--- config.mk ---
export PLATFORM = sky130hd
export DESIGN_NAME = des_iter_ctrl
export DESIGN_NICKNAME = d
export VERILOG_FILES = /design/src/rtl/des_iter_ctrl.sv
export SDC_FILE = /design/constraint.sdc
export NUM_CORES = 1
export LEC_CHECK = 0
export ABC_AREA = 1
export CAP_MARGIN = 20
export CORE_ASPECT_RATIO = 0.7
export CORE_UTILIZATION = 30
export CTS_BUF_LIST = sky130_fd_sc_hd__clkbuf_16
export CTS_CLUSTER_DIAMETER = 120
export DETAILED_ROUTE_END_ITERATION = 10
export GPL_ROUTABILITY_DRIVEN = 1
export GPL_TIMING_DRIVEN = 0
export REMOVE_ABC_BUFFERS = 1
export SLEW_MARGIN = 30
export SYNTH_ARGS = -nofsm -noshare
export SYNTH_HDL_FRONTEND = slang
export SYNTH_HIERARCHICAL = 1
export SYNTH_SLANG_ARGS = --single-unit
--- constraint.sdc ---
create_clock -name clk -period 3.77 [get_ports clk]
set_clock_uncertainty 0.15 [all_clocks]
set_input_delay 0.5655 -clock clk [delete_from_list [all_inputs] [get_ports clk]]
set_output_delay 0.5655 -clock clk [all_outputs]
set_load 0.005 [all_outputs]
--- src/rtl/des_iter_ctrl.sv ---
// Iterative DES engine: one Feistel round per clock over 16 cycles, with a four-phase req/ack handshake.
// Contains the permutation helpers and the round datapath used by the controller.

module perm_IP (
  input  logic [63:0] din,
  output logic [63:0] dout
);
  localparam logic [8*64-1:0] TBL = {
    8'd58, 8'd50, 8'd42, 8'd34, 8'd26, 8'd18, 8'd10, 8'd2,  8'd60, 8'd52, 8'd44, 8'd36, 8'd28, 8'd20, 8'd12, 8'd4,
    8'd62, 8'd54, 8'd46, 8'd38, 8'd30, 8'd22, 8'd14, 8'd6,  8'd64, 8'd56, 8'd48, 8'd40, 8'd32, 8'd24, 8'd16, 8'd8,
    8'd57, 8'd49, 8'd41, 8'd33, 8'd25, 8'd17, 8'd9,  8'd1,  8'd59, 8'd51, 8'd43, 8'd35, 8'd27, 8'd19, 8'd11, 8'd3,
    8'd61, 8'd53, 8'd45, 8'd37, 8'd29, 8'd21, 8'd13, 8'd5,  8'd63, 8'd55, 8'd47, 8'd39, 8'd31, 8'd23, 8'd15, 8'd7};
  for (genvar j = 0; j < 64; j++) begin : g_bit
    assign dout[63-j] = din[64 - int'(TBL[8*(63-j) +: 8])];
  end
endmodule

module perm_FP (
  input  logic [63:0] din,
  output logic [63:0] dout
);
  localparam logic [8*64-1:0] TBL = {
    8'd40, 8'd8, 8'd48, 8'd16, 8'd56, 8'd24, 8'd64, 8'd32,  8'd39, 8'd7, 8'd47, 8'd15, 8'd55, 8'd23, 8'd63, 8'd31,
    8'd38, 8'd6, 8'd46, 8'd14, 8'd54, 8'd22, 8'd62, 8'd30,  8'd37, 8'd5, 8'd45, 8'd13, 8'd53, 8'd21, 8'd61, 8'd29,
    8'd36, 8'd4, 8'd44, 8'd12, 8'd52, 8'd20, 8'd60, 8'd28,  8'd35, 8'd3, 8'd43, 8'd11, 8'd51, 8'd19, 8'd59, 8'd27,
    8'd34, 8'd2, 8'd42, 8'd10, 8'd50, 8'd18, 8'd58, 8'd26,  8'd33, 8'd1, 8'd41, 8'd9,  8'd49, 8'd17, 8'd57, 8'd25};
  for (genvar j = 0; j < 64; j++) begin : g_bit
    assign dout[63-j] = din[64 - int'(TBL[8*(63-j) +: 8])];
  end
endmodule

module perm_PC1 (
  input  logic [63:0] din,
  output logic [55:0] dout
);
  localparam logic [8*56-1:0] TBL = {
    8'd57, 8'd49, 8'd41, 8'd33, 8'd25, 8'd17, 8'd9,   8'd1,  8'd58, 8'd50, 8'd42, 8'd34, 8'd26, 8'd18,
    8'd10, 8'd2,  8'd59, 8'd51, 8'd43, 8'd35, 8'd27,  8'd19, 8'd11, 8'd3,  8'd60, 8'd52, 8'd44, 8'd36,
    8'd63, 8'd55, 8'd47, 8'd39, 8'd31, 8'd23, 8'd15,  8'd7,  8'd62, 8'd54, 8'd46, 8'd38, 8'd30, 8'd22,
    8'd14, 8'd6,  8'd61, 8'd53, 8'd45, 8'd37, 8'd29,  8'd21, 8'd13, 8'd5,  8'd28, 8'd20, 8'd12, 8'd4};
  // Key parity bits are dropped by the table.
  logic unused_parity_s;
  assign unused_parity_s = ^{din[56], din[48], din[40], din[32], din[24], din[16], din[8], din[0]};
  for (genvar j = 0; j < 56; j++) begin : g_bit
    assign dout[55-j] = din[64 - int'(TBL[8*(55-j) +: 8])];
  end
endmodule

module perm_PC2 (
  input  logic [55:0] din,
  output logic [47:0] dout
);
  localparam logic [8*48-1:0] TBL = {
    8'd14, 8'd17, 8'd11, 8'd24, 8'd1,  8'd5,  8'd3,  8'd28, 8'd15, 8'd6,  8'd21, 8'd10,
    8'd23, 8'd19, 8'd12, 8'd4,  8'd26, 8'd8,  8'd16, 8'd7,  8'd27, 8'd20, 8'd13, 8'd2,
    8'd41, 8'd52, 8'd31, 8'd37, 8'd47, 8'd55, 8'd30, 8'd40, 8'd51, 8'd45, 8'd33, 8'd48,
    8'd44, 8'd49, 8'd39, 8'd56, 8'd34, 8'd53, 8'd46, 8'd42, 8'd50, 8'd36, 8'd29, 8'd32};
  logic unused_drop_s;
  assign unused_drop_s = ^{din[47], din[38], din[34], din[31], din[21], din[18], din[13], din[2]};
  for (genvar j = 0; j < 48; j++) begin : g_bit
    assign dout[47-j] = din[56 - int'(TBL[8*(47-j) +: 8])];
  end
endmodule

module round (
  input  logic [31:0] l_in,
  input  logic [31:0] r_in,
  input  logic [47:0] subkey,
  output logic [31:0] l_out,
  output logic [31:0] r_out
);
  localparam logic [8*48-1:0] E_TBL = {
    8'd32, 8'd1,  8'd2,  8'd3,  8'd4,  8'd5,  8'd4,  8'd5,  8'd6,  8'd7,  8'd8,  8'd9,
    8'd8,  8'd9,  8'd10, 8'd11, 8'd12, 8'd13, 8'd12, 8'd13, 8'd14, 8'd15, 8'd16, 8'd17,
    8'd16, 8'd17, 8'd18, 8'd19, 8'd20, 8'd21, 8'd20, 8'd21, 8'd22, 8'd23, 8'd24, 8'd25,
    8'd24, 8'd25, 8'd26, 8'd27, 8'd28, 8'd29, 8'd28, 8'd29, 8'd30, 8'd31, 8'd32, 8'd1};
  localparam logic [8*32-1:0] P_TBL = {
    8'd16, 8'd7,  8'd20, 8'd21, 8'd29, 8'd12, 8'd28, 8'd17, 8'd1,  8'd15, 8'd23, 8'd26, 8'd5,  8'd18, 8'd31, 8'd10,
    8'd2,  8'd8,  8'd24, 8'd14, 8'd32, 8'd27, 8'd3,  8'd9,  8'd19, 8'd13, 8'd30, 8'd6,  8'd22, 8'd11, 8'd4,  8'd25};
  // Each S-box is 4 rows x 16 nibbles, row 0 in the most significant digits.
  localparam logic [255:0] SBOX [8] = '{
    256'hE4D12FB83A6C5907_0F74E2D1A6CB9538_41E8D62BFC973A50_FC8249175B3EA06D,
    256'hF18E6B34972DC05A_3D47F28EC01A69B5_0E7BA4D158C6932F_D8A13F42B67C05E9,
    256'hA09E63F51DC7B428_D709346A285ECBF1_D6498F30B12C5AE7_1AD069874FE3B52C,
    256'h7DE3069A1285BC4F_D8B56F03472C1AE9_A690CB7DF13E5284_3F06A1D8945BC72E,
    256'h2C417AB6853FD0E9_EB2C47D150FA3986_421BAD78F9C5630E_B8C71E2D6F09A453,
    256'hC1AF92680D34E75B_AF427C9561DE0B38_9EF528C3704A1DB6_432C95FABE17608D,
    256'h4B2EF08D3C975A61_D0B7491AE35C2F86_14BDC37EAF680592_6BD814A7950FE23C,
    256'hD2846FB1A93E50C7_1FD8A374C56B0E92_7B419CE206ADF358_21E74A8DFC90356B};

  logic [47:0] e_s;
  logic [47:0] x_s;
  logic [31:0] s_s;
  logic [31:0] p_s;

  for (genvar j = 0; j < 48; j++) begin : g_e
    assign e_s[47-j] = r_in[32 - int'(E_TBL[8*(47-j) +: 8])];
  end
  assign x_s = e_s ^ subkey;

  // Outer bits pick the row, inner four bits the column.
  always_comb begin
    logic [5:0] six;
    logic [5:0] idx;
    s_s = 32'd0;
    for (int g = 0; g < 8; g++) begin
      six = x_s[47-6*g -: 6];
      idx = {six[5], six[0], six[4:1]};
      s_s[31-4*g -: 4] = SBOX[g][4*(63 - int'(idx)) +: 4];
    end
  end

  for (genvar j = 0; j < 32; j++) begin : g_p
    assign p_s[31-j] = s_s[32 - int'(P_TBL[8*(31-j) +: 8])];
  end

  assign l_out = r_in;
  assign r_out = l_in ^ p_s;
endmodule

module des_iter_ctrl (
  input  logic        clk,
  input  logic        rst,
  input  logic        req,
  output logic        ack,
  input  logic        dec,
  input  logic [63:0] k,
  input  logic [63:0] m,
  output logic [63:0] r,
  output logic        busy
);
  typedef enum logic [1:0] {IDLE = 2'd0, ROUND = 2'd1, DONE = 2'd2} state_e;

  // Rounds whose key-half rotation is one position (all others rotate by two).
  localparam logic [15:0] ENC_ONE = 16'b1000_0001_0000_0011;
  localparam logic [15:0] DEC_ONE = 16'b1000_0001_0000_0010;

  state_e      state_q, state_d;
  logic [31:0] lh_q, lh_d, rh_q, rh_d;
  logic [27:0] c_q, c_d, d_q, d_d;
  logic [3:0]  i_q, i_d;
  logic        mode_q, mode_d;
  logic        ack_q, ack_d;
  logic        busy_q, busy_d;
  logic [63:0] res_q, res_d;

  logic [1:0]  shamt_s;
  logic [27:0] c_rot_s, d_rot_s;
  logic [63:0] ip_s, fp_s;
  logic [55:0] pc1_s;
  logic [47:0] subkey_s;
  logic [31:0] l_nx_s, r_nx_s;

  function automatic logic [27:0] rotl28(input logic [27:0] x, input logic [1:0] s);
    case (s)
      2'd1:    rotl28 = {x[26:0], x[27]};
      2'd2:    rotl28 = {x[25:0], x[27:26]};
      default: rotl28 = x;
    endcase
  endfunction

  function automatic logic [27:0] rotr28(input logic [27:0] x, input logic [1:0] s);
    case (s)
      2'd1:    rotr28 = {x[0], x[27:1]};
      2'd2:    rotr28 = {x[1:0], x[27:2]};
      default: rotr28 = x;
    endcase
  endfunction

  perm_IP  u_ip  (.din(m), .dout(ip_s));
  perm_PC1 u_pc1 (.din(k), .dout(pc1_s));
  perm_PC2 u_pc2 (.din({c_rot_s, d_rot_s}), .dout(subkey_s));
  round    u_round (.l_in(lh_q), .r_in(rh_q), .subkey(subkey_s), .l_out(l_nx_s), .r_out(r_nx_s));
  perm_FP  u_fp  (.din({r_nx_s, l_nx_s}), .dout(fp_s));

  // Decryption walks the schedule backwards: round 0 reuses the PC1 halves, which equal the last encrypt halves.
  always_comb begin
    shamt_s = 2'd2;
    c_rot_s = c_q;
    d_rot_s = d_q;
    if (mode_q) begin
      if (i_q == 4'd0)       shamt_s = 2'd0;
      else if (DEC_ONE[i_q]) shamt_s = 2'd1;
      else                   shamt_s = 2'd2;
      c_rot_s = rotr28(c_q, shamt_s);
      d_rot_s = rotr28(d_q, shamt_s);
    end else begin
      shamt_s = ENC_ONE[i_q] ? 2'd1 : 2'd2;
      c_rot_s = rotl28(c_q, shamt_s);
      d_rot_s = rotl28(d_q, shamt_s);
    end
  end

  always_comb begin
    state_d = state_q;
    lh_d    = lh_q;
    rh_d    = rh_q;
    c_d     = c_q;
    d_d     = d_q;
    i_d     = i_q;
    mode_d  = mode_q;
    ack_d   = ack_q;
    busy_d  = busy_q;
    res_d   = res_q;
    case (state_q)
      IDLE: begin
        busy_d = 1'b0;
        if (req) begin
          lh_d    = ip_s[63:32];
          rh_d    = ip_s[31:0];
          c_d     = pc1_s[55:28];
          d_d     = pc1_s[27:0];
          mode_d  = dec;
          i_d     = 4'd0;
          busy_d  = 1'b1;
          state_d = ROUND;
        end else begin
          state_d = IDLE;
        end
      end
      ROUND: begin
        lh_d   = l_nx_s;
        rh_d   = r_nx_s;
        c_d    = c_rot_s;
        d_d    = d_rot_s;
        i_d    = i_q + 4'd1;
        busy_d = 1'b1;
        if (i_q == 4'd15) begin
          res_d   = fp_s;
          ack_d   = 1'b1;
          state_d = DONE;
        end else begin
          state_d = ROUND;
        end
      end
      DONE: begin
        if (!req) begin
          ack_d   = 1'b0;
          busy_d  = 1'b0;
          state_d = IDLE;
        end else begin
          busy_d  = 1'b1;
          state_d = DONE;
        end
      end
      default: begin
        ack_d   = 1'b0;
        busy_d  = 1'b0;
        state_d = IDLE;
      end
    endcase
  end

  always_ff @(posedge clk) begin
    if (rst) begin
      state_q <= IDLE;
      lh_q    <= 32'd0;
      rh_q    <= 32'd0;
      c_q     <= 28'd0;
      d_q     <= 28'd0;
      i_q     <= 4'd0;
      mode_q  <= 1'b0;
      ack_q   <= 1'b0;
      busy_q  <= 1'b0;
      res_q   <= 64'd0;
    end else begin
      state_q <= state_d;
      lh_q    <= lh_d;
      rh_q    <= rh_d;
      c_q     <= c_d;
      d_q     <= d_d;
      i_q     <= i_d;
      mode_q  <= mode_d;
      ack_q   <= ack_d;
      busy_q  <= busy_d;
      res_q   <= res_d;
    end
  end

  assign ack  = ack_q;
  assign r    = res_q;
  assign busy = busy_q;
endmodule
# After elaboration in Yosys (flattened, before gate mapping)
# Memory sizes are Yosys's and may differ from the RTL's. A register that Yosys moved wholly into a read port is not among the register bits.
# Cells that the tools add are included.
dict set report word_totals {
  register_bits 193
  input_bits 132
  elab_cells 91
  romBits 32
  output_inout_bits 66
  mem_count 2
}
dict set report classes {
  add_sub_neg 9
  eq_ne 12
  order_cmp 1
  shifts 8
  n_bitwise 3
  n_reduce_logical 9
  mux 35
}
# memory words width read_ports rd_ports_with_merged_regs write_ports line_no
set memory_table {}
lappend memory_table {{(no name shown)} 16 1 1 1 0 188} ;# shamt_s = ENC_ONE[i_q] ? 2'd1 : 2'd2;
lappend memory_table {{(no name shown)} 16 1 1 1 0 183} ;# else if (DEC_ONE[i_q]) shamt_s = 2'd1;
# op count
set op_table {}
lappend op_table {{$shiftx A256 B32 Y4 const A} 8}
lappend op_table {{$pmux W28 S2} 6}
lappend op_table {{$pmux W32 S2} 2}
lappend op_table {{$mux W28} 4}
lappend op_table {{$mux W32} 2}
lappend op_table {{$sub A6 B6 Y7 const A} 8}
lappend op_table {{$xor A48 B48 Y48} 1}
lappend op_table {{$xor A32 B32 Y32} 1}
lappend op_table {{$mux W4} 5}
lappend op_table {{$mux W2} 6}
lappend op_table {{$ne A4 B2 Y1 const B} 2}
lappend op_table {{$pmux W4 S2} 1}
lappend op_table {{$eq A2 B1 Y1 const B} 3}
lappend op_table {{$eq A2 B2 Y1 const B} 3}
lappend op_table {{$mux W1} 6}
lappend op_table {{$ne A2 B2 Y1 const B} 3}
lappend op_table {{$pmux W2 S3} 1}
lappend op_table {{$reduce_and A2 Y1} 3}
lappend op_table {{$lt A4 B5 Y1 const B} 1}
lappend op_table {{$add A4 B1 Y4 const B} 1}
lappend op_table {{$eq A4 B4 Y1 const B} 1}
lappend op_table {{$logic_not A4 Y1} 1}
lappend op_table {{$reduce_and A4 Y1} 1}
lappend op_table {{$pmux W1 S3} 1}
lappend op_table {{other kinds (6)} 6}

# Longest topological paths before layout
dict set report depth {
  ltp_word 13
  mapped_depth 29
  depth_no_buf 25
}

# Cells and area by module
# Netlist, hierarchy kept.
# mod cells_each instances area_per_inst_um2 seq_area_each_um2
set modules_own_cells {}
lappend modules_own_cells {des_iter_ctrl 1685 1 10774.1 3903.7}
lappend modules_own_cells {round 1251 1 6023.3 0.0}
lappend modules_own_cells {perm_FP 64 1 480.5 0.0}
lappend modules_own_cells {perm_IP 64 1 480.5 0.0}
lappend modules_own_cells {perm_PC1 56 1 420.4 0.0}
lappend modules_own_cells {perm_PC2 48 1 360.3 0.0}

# Worst setup path after synthesis
# No wires, ideal clock.
dict set report synth_timing {
  path_type {flip-flop to flip-flop}
  start {register i_q[0]}
  end {register res_q[44] (netlist: r[44])}
  t_arrival_ns 2.952
  t_required_ns 3.504
  synth_period_minus_slack_ns 3.218
  path_stages_with_launch 27
  slack_ns 0.552
  path_buffers 4
  setup_ns 0.116
  path_cell_list {dfxtp_1 inv_1 ha_1 nand2_2 buf_6 buf_6 nand3_1 nand3_1 nand2_1 inv_1 buf_4 nor2_1 nor2_1 ha_1 inv_1 nand2_1 nand2_1 nand2_1 nand3_1 nand2_1 nand2_1 nand2_1 nand2_1 nand2_1 buf_4 nor2_1 nor2_1}
}
dict set report synth_via {
  elab_chain_cells 10
  elab_cells_between_ends 13
  cone_classes {add/sub: 1; eq/ne: 3; shift: 1; mux: 4; bitwise: 2; reduce/logical: 2}
}
# item line_no
set synth_lines {}
lappend synth_lines {{from (decl)} 141} ;# logic [3:0] i_q, i_d;
lappend synth_lines {{from (signal assigned)} 272} ;# i_q <= i_d;
lappend synth_lines {{$logic_not A4 Y1 *} 182} ;# if (i_q == 4'd0) shamt_s = 2'd0;
lappend synth_lines {{$mux W2 *} 182}
lappend synth_lines {{$mux W2 *} 181} ;# if (mode_q) begin
lappend synth_lines {{$eq A2 B2 Y1 or $eq A2 B1 Y1 (tied branches)} 163} ;# case (s)
lappend synth_lines {{$pmux W28 S2 *} 163}
lappend synth_lines {{$mux W28 *} 181}
lappend synth_lines {{named net d_rot_s[9]} 148} ;# logic [27:0] c_rot_s, d_rot_s;
lappend synth_lines {{$xor A48 B48 Y48 *} 99} ;# assign x_s = e_s ^ subkey;
lappend synth_lines {{$sub A6 B6 Y7 *} 109} ;# s_s[31-4*g -: 4] = SBOX[g][4*(63 - int'(idx)) +: 4];
lappend synth_lines {{$shiftx A256 B32 Y4 *} 109}
lappend synth_lines {{$xor A32 B32 Y32 *} 118} ;# assign r_out = l_in ^ p_s;
lappend synth_lines {{named net r_nx_s[18]} 152} ;# logic [31:0] l_nx_s, r_nx_s;
lappend synth_lines {{to (signal assigned)} 276} ;# res_q <= res_d;
lappend synth_lines {{to (decl)} 145} ;# logic [63:0] res_q, res_d;
# The timed path passes the listed nets; every way through them passes the cells marked *. The select of a mux whose other input is x is not followed.
# A chain may end at the register's enable or synchronous reset.

# Worst setup path in the final report
dict set report layout_timing {
  start {register i_q[0]}
  end {register rh_q[18]}
}
dict set report layout_via {
  elab_chain_cells 11
  elab_cells_between_ends 12
  cone_classes {add/sub: 1; eq/ne: 2; shift: 1; mux: 5; bitwise: 2; reduce/logical: 1}
}
# item line_no
set layout_lines {}
lappend layout_lines {{$logic_not A4 Y1 *} 182}
lappend layout_lines {{$mux W2 *} 182}
lappend layout_lines {{$mux W2 *} 181}
lappend layout_lines {{$eq A2 B2 Y1 or $eq A2 B1 Y1 (tied branches)} 163}
lappend layout_lines {{$pmux W28 S2 *} 163}
lappend layout_lines {{$mux W28 *} 181}
lappend layout_lines {{named net d_rot_s[1]} 148}
lappend layout_lines {{$xor A48 B48 Y48 *} 99}
lappend layout_lines {{$sub A6 B6 Y7 *} 109}
lappend layout_lines {{$shiftx A256 B32 Y4 *} 109}
lappend layout_lines {{$xor A32 B32 Y32 *} 118}
lappend layout_lines {{named net r_nx_s[18]} 152}
lappend layout_lines {{$pmux W32 S2 *} 205} ;# case (state_q)
lappend layout_lines {{to (signal assigned)} 269} ;# rh_q <= rh_d;
lappend layout_lines {{to (decl)} 139} ;# logic [31:0] lh_q, lh_d, rh_q, rh_d;
# Marked as above.

==> impl_summary.md <==
Setup path
Of all nets on the critical path, the largest fanout is 16. The delay contributed by the slowest stage of the critical path is 0.74 ns. The critical path in this run is classified as reg -> reg.

The kind of cell adding the most delay to the critical path is buffers and inverters. The startpoint of the worst-slack reg-to-reg timing path is i_q[0]. The end of the worst register-to-register path is rh_q[18]. The kind of start point of the critical path is a flip-flop. The most common cell type on the critical path is nand2_1. The worst register-to-register path has a setup slack of 0.22 ns. The critical path goes through inv_1 -> ha_4 -> buf_4 -> clkbuf_16 -> nand3_1 -> nand2_1 -> inv_1 -> nand3_1 -> nand2_1 -> inv_1 -> xnor2_1 -> inv_1 -> nand3_1 -> nand2_1 -> nand2_1 -> nand2_1 -> nand2_1 -> nand2_1 -> o22ai_1 -> a21oi_1. The capturing element type of the critical path is a flip-flop.

The worst endpoint data arrival time is 3.79 ns. For the worst flop-to-flop path, the logic depth is 20. At the worst endpoint, the required time is 4.01 ns. The buffers plus inverters on the worst setup path is 6. The slowest stage of the critical path is the xnor2_1 cell.

Clock network
Clock latency on the worst-skew pair, taken at its later pin, is 0.51 ns. The number of hold buffers added after cts is 0. Clock-pin slew was measured on the worst setup and hold paths at 0.08 ns. In this run, CTS created clock tree buffers numbering 17. The H-tree level count is 4.

The number of clock sinks is 195. The maximum buffer depth of the clock tree is 2. The library cell used as clock root buffer is clkbuf_16. TritonCTS built the clock tree.

Finish
Excluding fillers, the count of instances in the completed layout stands at 3,793. In the final layout, the share of cells above drive strength 1 is 5.43%. 0 antenna diodes ended up in the layout.

The number of fill cells is 6,699. In the final design database the tool counted between 3,000 and 4,000 nets. The area growth from synthesis to layout is 9.63%.

Hold path
The cell depth of the worst min-delay path is 2. The path class of the tightest hold or removal check is reg -> reg. The worst hold path begins at ack. The end point of the worst hold path is ack.

Synth
The number of instances in the synthesized netlist is ~3,200. The count of yosys warnings during synthesis is 6. The cell area after synthesis is 18,500 sq um. The average cell area after synthesis is 5.86 sq um.

Timing
In this run the tightest slew margin relative to its limit is roughly 38%. The slew at the pin with the worst max-slew slack is ~0.9 ns. The number of failing hold endpoints at the final stage came to 0. The total setup violations reported at the end of the flow is 0. Setup repair after global routing could not meet its margin everywhere.

The achievable frequency is 281 MHz. The accumulated negative setup slack is 0 ns. The post-route minimum period is 3.55 ns. The hold slack is 0.348 ns. The max-slew violation count came to 0. The final period utilization is 94.2%. In the post-route analysis, the smallest setup slack over all paths is 0.217 ns.

Die
The initial standard-cell utilization of the core is 30.6%. The horizontal die dimension is 299 um. In this run the standard cell core region covers 60,400 sq um. The area enclosed by the die boundary is 62,700 sq um. The number of cell rows is 75. The count of boundary I/O pins is 198. From bottom edge to top edge, the die measures 210 um.

Global route
The first global-routing pass estimated roughly 96,000 um of wire. The initial antenna violation count was 1. Entering global routing, the biggest net connects about 120 pins. The overall global routing resource usage is 19.5%. The total overflow left after global routing is 0. The via count of the first global-routing pass came to 16,600.

Drt
The average via count per standard cell is 5.02. In the routed design, unresolved DRC markers number 0. In this run the remaining antenna-violating nets after routing total 0. The via count of the routed design is 19,000. In the final routed layout, each cell accounts on average for 16.5 um. The detailed-routing iteration count for the pre-antenna-repair pass is 6. The detailed router finished its first iteration with 1,991 violations. Summed over all layers, the routed wires come to approximately 62,000 um.

Placement
The total of buffers placed on input and output ports is between 150 and 200. The number of placed instances, taps included, is ~3,700. After legalization and detailed placement, the total HPWL measured 43,300 um. Timing analysis after detailed placement gives a worst setup slack of -0.599 ns. The placer congestion estimate is 0.908.

Run status
The run finished with clean final reports.

Run
Max-cap violations in this run came to 0.

Power and ir drop
Power spread over the standard cell area amounts to 435 nW/um^2. IR analysis of the VDD net gives a maximum drop of 412 uV. Summed over all cells, the static leakage comes to a little under 10 nW.
power by group:
| part | switching (mW) | internal [mW] |
|---|---|---|
| logic | 2.77 | 1.47 |
| registers | 0.290 | 2.20 |
| clock network | 0.996 | 1.09 |
through the flow:
stage          instance area [sq um]  utilization [%]  power (mW)
4_1_cts                        20000             33.1        8.75
2_1_floorplan                  15700                -        5.33
6_report                       20300             33.6        8.82
5_1_grt                        20300             33.6        9.56
3_5_place_dp                   19300             32.0        6.60
3_3_place_gp                   18600             30.7        6.53
flip-flops by register name (all words and copies together), names as in the netlist, named ones only:
register	cells
ack	1
busy	1
c_q	28
d_q	28
i_q	4
lh_q	32
mode_q	1
r	64
rh_q	32
state_q	2
worst max path at each step:
stage,from,end,cells past startpoint
detailed placement,i_q[0],rh_q[18],24
global placement,state_q[0],r[52],5
floorplan,state_q[0],flip-flop,8
global route,i_q[0],rh_q[21],25
finish,i_q[0],rh_q[18],20
CTS,flip-flop,rh_q[18],21
timing repair:
action	4_1_cts	5_1_grt
setup endpoints to repair	64	64
setup buffers	1	8
pin swaps	1	6
cloned	2	5
resized for setup	6	27
layer usage:
layer / track usage, % / up-vias / routed length, um
li1: - / 9583 / -
met1: 28.8 / 8690 / 29900
met2: 28.9 / 710 / 26600
met3: 3.41 / 54 / 4950
met4: 5.01 / 0 / 984
met5: 0 / - / 0
cell type report:
class / count / area, sq um / share of cell area (%)
multi-input combinational: 2277 / 11100 / 54.6
sequential: 195 / 3920 / 19.3
timing repair buffer: 225 / 2660 / 13.1
tap: 808 / 1010 / 4.98
inverter: 256 / 996 / 4.91
clock buffer: 18 / 450 / 2.22
clock inverter: 14 / 174 / 0.857
placed cells by master, fill, tap and decap left out, types with 15 or more instances in the layout:
master / instances
nand2_1: 978
nand3_1: 565
inv_1: 249
o21ai_0: 199
dfxtp_1: 191
clkdlybuf4s50_1: 189
nor2_1: 140
a21oi_1: 131
o22ai_1: 64
ha_1: 59
or2_2: 46
nand3b_1: 20
clkbuf_16: 20
buf_16: 20
xnor2_1: 15
worst register-to-register path, stage by stage, from the launching register on:
cell and delay (ns):
dfxtp_1 0.40, inv_1 0.09, ha_4 0.19, buf_4 0.17, clkbuf_16 0.18, nand3_1 0.09, nand2_1 0.05, inv_1 0.06
nand3_1 0.06, nand2_1 0.09, inv_1 0.06, xnor2_1 0.74, inv_1 0.35, nand3_1 0.18, nand2_1 0.06, nand2_1 0.11
nand2_1 0.07, nand2_1 0.06, nand2_1 0.07, o22ai_1 0.15, a21oi_1 0.08
Power figures use the tool's default switching activity.
